===== src/rtl/alu_mul_sequencer.sv =====
// alu_mul_sequencer: shift-and-add multiplier that borrows the shared ALU.
// Ports:
//   clk, reset_n             clock, async active-low reset
//   start, op_a, op_b        multiply request and operands
//   busy, done, result       core stall, 1-cycle completion pulse, product
//   core_srca/srcb/op        core's ALU request, forwarded while idle
//   alu_srca/srcb/op         to the shared ALU
//   alu_result               from the shared ALU
module alu_mul_sequencer #(
    parameter int DATA_WIDTH    = 32,
    parameter int OPCODE_LENGTH = 4,
    parameter logic [OPCODE_LENGTH-1:0] OP_ADD = 4'b0010,
    parameter logic [OPCODE_LENGTH-1:0] OP_SLL = 4'b0100
) (
    input  logic                     clk,
    input  logic                     reset_n,
    input  logic                     start,
    input  logic [DATA_WIDTH-1:0]    op_a,
    input  logic [DATA_WIDTH-1:0]    op_b,
    output logic                     busy,
    output logic                     done,
    output logic [DATA_WIDTH-1:0]    result,
    input  logic [DATA_WIDTH-1:0]    core_srca,
    input  logic [DATA_WIDTH-1:0]    core_srcb,
    input  logic [OPCODE_LENGTH-1:0] core_op,
    output logic [DATA_WIDTH-1:0]    alu_srca,
    output logic [DATA_WIDTH-1:0]    alu_srcb,
    output logic [OPCODE_LENGTH-1:0] alu_op,
    input  logic [DATA_WIDTH-1:0]    alu_result
);

    typedef enum logic [1:0] {
        S_IDLE,
        S_ADD,
        S_SHIFT,
        S_DONE
    } state_t;

    localparam logic [DATA_WIDTH-1:0] ONE = DATA_WIDTH'(1);

    state_t                state;
    logic [DATA_WIDTH-1:0] acc;
    logic [DATA_WIDTH-1:0] mcand;
    logic [DATA_WIDTH-1:0] mplier;
    logic [DATA_WIDTH-1:0] mplier_nx;

    assign mplier_nx = mplier >> 1;

    // The core owns the ALU except while a multiply is stepping.
    always_comb begin
        alu_srca = core_srca;
        alu_srcb = core_srcb;
        alu_op   = core_op;
        unique case (state)
            S_ADD: begin
                alu_srca = acc;
                alu_srcb = mcand;
                alu_op   = OP_ADD;
            end
            S_SHIFT: begin
                alu_srca = mcand;
                alu_srcb = ONE;
                alu_op   = OP_SLL;
            end
            S_IDLE, S_DONE: ;
        endcase
    end

    always_ff @(posedge clk or negedge reset_n) begin
        if (!reset_n) begin
            state  <= S_IDLE;
            acc    <= '0;
            mcand  <= '0;
            mplier <= '0;
            result <= '0;
            busy   <= 1'b0;
            done   <= 1'b0;
        end else begin
            done <= 1'b0;
            unique case (state)
                S_IDLE: begin
                    if (start) begin
                        mcand  <= op_a;
                        mplier <= op_b;
                        acc    <= '0;
                        if (op_b == '0) begin
                            state <= S_DONE;
                            done  <= 1'b1;
                        end else if (op_b[0]) begin
                            state <= S_ADD;
                            busy  <= 1'b1;
                        end else begin
                            state <= S_SHIFT;
                            busy  <= 1'b1;
                        end
                    end
                end
                S_ADD: begin
                    acc   <= alu_result;
                    state <= S_SHIFT;
                end
                S_SHIFT: begin
                    mcand  <= alu_result;
                    mplier <= mplier_nx;
                    // Decide on the bit that becomes mplier[0] next.
                    if (mplier_nx == '0) begin
                        state <= S_DONE;
                        busy  <= 1'b0;
                        done  <= 1'b1;
                    end else if (mplier[1]) begin
                        state <= S_ADD;
                    end else begin
                        state <= S_SHIFT;
                    end
                end
                S_DONE: begin
                    result <= acc;
                    state  <= S_IDLE;
                end
            endcase
        end
    end

endmodule

===== config.mk =====
export PLATFORM = sky130hd
export DESIGN_NAME = alu_mul_sequencer
export DESIGN_NICKNAME = d
export VERILOG_FILES = /design/src/rtl/alu_mul_sequencer.sv
export SDC_FILE = /design/constraint.sdc
export NUM_CORES = 1
export LEC_CHECK = 0
export BUFFER_PORTS_ARGS = -buffer_cell sky130_fd_sc_hd__buf_2
export CAP_MARGIN = 25
export CORE_ASPECT_RATIO = 0.5
export CORE_MARGIN = 4
export CORE_UTILIZATION = 50
export DETAILED_ROUTE_END_ITERATION = 16
export GPL_TIMING_DRIVEN = 0
export PLACE_DENSITY_LB_ADDON = 0.05
export SETUP_SLACK_MARGIN = 0.15
export SLEW_MARGIN = 10
export SYNTH_ARGS = -nofsm -noshare
export SYNTH_HDL_FRONTEND = slang
export SYNTH_SLANG_ARGS = --single-unit

===== constraint.sdc =====
create_clock -name clk -period 3.35 [get_ports clk]
set_input_delay 0.67 -clock clk [delete_from_list [all_inputs] [get_ports clk]]
set_output_delay 0.67 -clock clk [all_outputs]
set_load 0.05 [all_outputs]

-- After elaboration in Yosys (flattened, before gate mapping)
Index checks and enable logic that the tools add are counted.
- eq/ne operators: 6
- reductions and logical operators: 8
- multiplexer cells: 23
- operator list (kind ; number):
    $pmux 32 s2 ; 5
    $mux 32 ; 3
    $logic_not 32->1 ; 2
    $mux 2 ; 5
    $pmux 2 s4 ; 1
    $pmux 4 s2 ; 1
    $mux 1 ; 6
    $ne 2x2->1 const B ; 3
    $eq 2x2->1 const B ; 2
    $pmux 1 s2 ; 2
    $reduce_and 2->1 ; 2
    $reduce_and 4->1 ; 1
    $reduce_bool 2->1 ; 2
    $eq 2x1->1 const B ; 1
    $logic_not 2->1 ; 1
- output and inout port bits: 102
- bits of input ports: 167
- flip-flop bits (word level): 132

-- Depth between registers and ports, before layout
- depth after elaboration: 4
- depth in mapped cells: 8
- gate-level depth less buffers: 6

-- Worst setup path after synthesis
OpenSTA, ideal clock, no wires.
- kind: flip-flop to output port
- start: register state[0]
- end: output alu_srca[0]
- path slack: 0.525 ns
- data required time: 2.680 ns
- stages on the path, launching flop included: 7
- data arrival time: 2.155 ns
- path through: dfrtp_1 inv_1 ha_1 clkbuf_1 clkbuf_1 a22oi_1 a21oi_1
- longest elaborated chain between the ends: 2
- RTL lines (element ; RTL line ; RTL):
    start, declared ; 41 ; state_t state;
    start signal, assigned ; 71 ; state <= S_IDLE;
    start signal, assigned ; 87 ; state <= S_DONE;
    start signal, assigned ; 90 ; state <= S_ADD;
    $eq 2x2->1 / $eq 2x1->1 (equally long branches) ; 54 ; unique case (state)
    $pmux 32 s2 * ; 54 ;
    end, declared ; 26 ; output logic [DATA_WIDTH-1:0] alu_srca,
Mark *: on every way between the ends. The rest lies on a longest branch, timed or not.

-- Worst setup path after layout
- start: register state[0]
- end: output alu_srca[1]
The elaborated chain is that of the path after synthesis.

==> out/metrics.cfg <==
[run_status]
status=finished clean

[routing]
vias=6386
drcViolationCount=0
avgViaCountPerCell=5.53
routed_wl_mm=21.7
drt_first_pass_iters=5
routedWlPerCell_um=18.8
ant_nets=0
drt_iter0_drc=410

[timing]
hold_viol=0
final-setup-viol-count=0
hold_slack_ns=0.198
worst_slew_pin_slew_ns=0.710
fmax_mhz=325
setup_slack_ns=0.273
drv_slew=0
skew_ns=0.00899
timing.final.crit_share=0.918
max_slew_margin=0.527
fin_crit_ns=3.08
grt_setup_unrepaired=true

[final_layout]
stdcell_area_mm2=0.00881
fillers=1120
diodes=0
syn_to_final_growth_pct=32.7
nets=1144
final_layout_size_suffix_gt1_frac=0.344

[floorplan]
die_area_mm2=0.0153
die_x_um=171
core_mm2=0.0128
start_util=0.518
die_h_um=89.5
num_rows=29
io_pins=269

[synthesis]
synth_adder_area_share=0.00754
netlist_instances=686
synth_xor_area_frac=0
synthMuxAreaShare=0.153
synth_area_mm2=0.00664
syn_avg_cell_area_um2=9.68
synth_seq_cells=131
yosysSeqAreaShare=0.494
synthSimpleGateAreaFrac=0.109
synth_top_family_by_area=compound AO/OA/AOI/OAI gates
ys_warn_count=0
synth_compound_area_frac=0.183
synthDistinctLibCells=34
syn_nets=857

[clocking]
ctsHoldBuffers=0
clockRootBuffer=clkbuf_16
numCtsBuffers=17
clk_path_buf_depth=2
clock-sinks=131
cts_tree=done
post_cts_buffers=0
cts_max_level=4
clock_latency_ns=0.41
clkTransAtPathRegs_ns=0.06

[placement]
gp_congestion=0.888
dp_hpwl_mm=16.2
io_buffers=267
place_ws_ns=0.158
place_area_mm2=0.00822

[worst_setup_path]
slowest_stage=dfrtp_1
critical_path.cell_chain=inv_1, ha_1, clkbuf_2, clkbuf_2, a22oi_1, a21oi_1, buf_2
start_kind=flop
path_max_fanout=10
crit_type=reg2out
worstPathArrival_ns=2.41
crit_path_max_incr_delay_ns=0.41
cpMostUsedCell=clkbuf_2
critPathCaptureType=output port
required_ns=2.68

[global_routing]
globalRouteOverflowTotal=0
grt_max_degree=83
grt_pass1_vias=6159
grt.total_usage=0.278
antenna_found_initial=1
grt_pass1_wl_mm=32.7

[worst_hold_path]
hp-class=in2async

[run]
drv_cap=0

-- critical path, delay by kind of cell (launching register included) --
family	cells	cell delay, ns
flip-flops	1	0.41
buffers and inverters	4	1.04
adder cells (fa/ha/maj)	1	0.21
AO/OA/AOI/OAI	2	0.32
-- stage by stage --
| step | util | TNS (ns) | std cells |
|---|---|---|---|
| floorplan | - | 0 | 686 |
| global placement | 0.639 | -21.29 | 1123 |
| detailed placement | 0.642 | 0 | 1124 |
| CTS | 0.686 | -0.287 | 1155 |
| global route | 0.688 | 0 | 1155 |
| finish | 0.688 | 0 | 1155 |
-- sequential cells by signal, summed over array words and instances (netlist names) --
register  flops
done          1
acc          32
mplier       31
state         2
busy          1
result       32
mcand        32
-- path summary, 6_finish.rpt --
kind / slack [ns] / start / cells past startpoint / to
hold / removal: 0.20 / reset_n / 1 / mplier[9]
setup / recovery: 0.27 / state[0] / 7 / alu_srca[1]
hold reg to reg: 0.48 / result[11] / 1 / result[11]
setup reg to reg: 0.95 / state[1] / 6 / acc[24]
min in group clk: 0.48 / result[11] / 1 / result[11]
max in group asynchronous: 2.38 / reset_n / 2 / mcand[20]
-- synthesized netlist by cell type --
cell type | count | share of area
nor3_1 | 1 | 0.00075
ha_1 | 4 | 0.0075
o211ai_1 | 1 | 0.0011
nand2b_1 | 1 | 0.00094
and2_1 | 2 | 0.0019
a22oi_1 | 32 | 0.036
nor4_1 | 13 | 0.012
a21oi_2 | 1 | 0.0013
nand2_1 | 99 | 0.056
mux2i_1 | 63 | 0.095
a22o_1 | 32 | 0.042
o21ai_0 | 3 | 0.0023
nor4_2 | 2 | 0.0038
dfrtp_1 | 131 | 0.49
a21oi_1 | 35 | 0.026
and3_1 | 1 | 0.00094
a32o_2 | 1 | 0.0017
nor2b_1 | 3 | 0.0028
or3_1 | 1 | 0.00094
clkbuf_1 | 34 | 0.019
nor2_1 | 34 | 0.019
o21ai_1 | 94 | 0.071
nand3_1 | 1 | 0.00075
buf_2 | 15 | 0.011
inv_1 | 35 | 0.020
a31oi_1 | 1 | 0.00094
nor3b_1 | 1 | 0.0011
nor4_4 | 1 | 0.0032
mux2_2 | 2 | 0.0034
nand4_1 | 2 | 0.0019
nor4bb_1 | 1 | 0.0015
buf_1 | 6 | 0.0034
nand4b_1 | 1 | 0.0013
mux2_1 | 32 | 0.054
-- cell type report --
cell class	instances	area (µm²)	area share
tap	170	213	0.0242
multi-input combinational	465	3000	0.341
timing repair buffer	268	1370	0.156
clock inverter	9	81.3	0.00923
clock buffer	22	474	0.0538
inverter	35	131	0.0149
buffer	55	255	0.0290
sequential	131	3280	0.372
-- cell usage in the layout, fill, tap and decap left out, types with 3 or more instances in the layout --
cell type / synthesis / final
a21oi_1: 35 / 35
a22o_1: 32 / 32
a22oi_1: 32 / 32
buf_1: 6 / 4
buf_2: 15 / 284
clkbuf_1: 34 / 18
clkbuf_16: 0 / 17
clkbuf_2: 0 / 15
clkbuf_8: 0 / 3
clkinv_2: 0 / 4
clkinvlp_4: 0 / 3
dfrtp_1: 131 / 131
ha_1: 4 / 4
inv_1: 35 / 35
mux2_1: 32 / 32
mux2i_1: 63 / 63
nand2_1: 99 / 99
nor2_1: 34 / 34
nor2b_1: 3 / 3
nor4_1: 13 / 13
o21ai_0: 3 / 3
o21ai_1: 94 / 94
-- metal layers --
metal	wire length, µm	part of all wire	track usage	up-vias
met5	9	0.00041	0	-
met4	310	0.014	0.0834	2
met1	9160	0.42	0.372	3136
met2	10500	0.48	0.465	221
li1	-	-	-	2997
met3	1750	0.080	0.0574	30
-- cell families (layout without fill, tap and decap cells) --
| kind of cell | after synthesis | count (layout) |
|---|---|---|
| simple gates | 164 | 164 |
| fa+ha+maj | 4 | 4 |
| buf+inv | 90 | 389 |
| compound gates | 200 | 200 |
| mux | 97 | 97 |
| flops | 131 | 131 |
-- timing repair --
action | in CTS | in global routing
endpoints found under the setup margin | 68 | 53
gates resized for setup | 11 | 23
pin swaps | 0 | 0
Power is not shown: default switching activity piles up to over one toggle a cycle in this logic, so the estimate is an artifact.
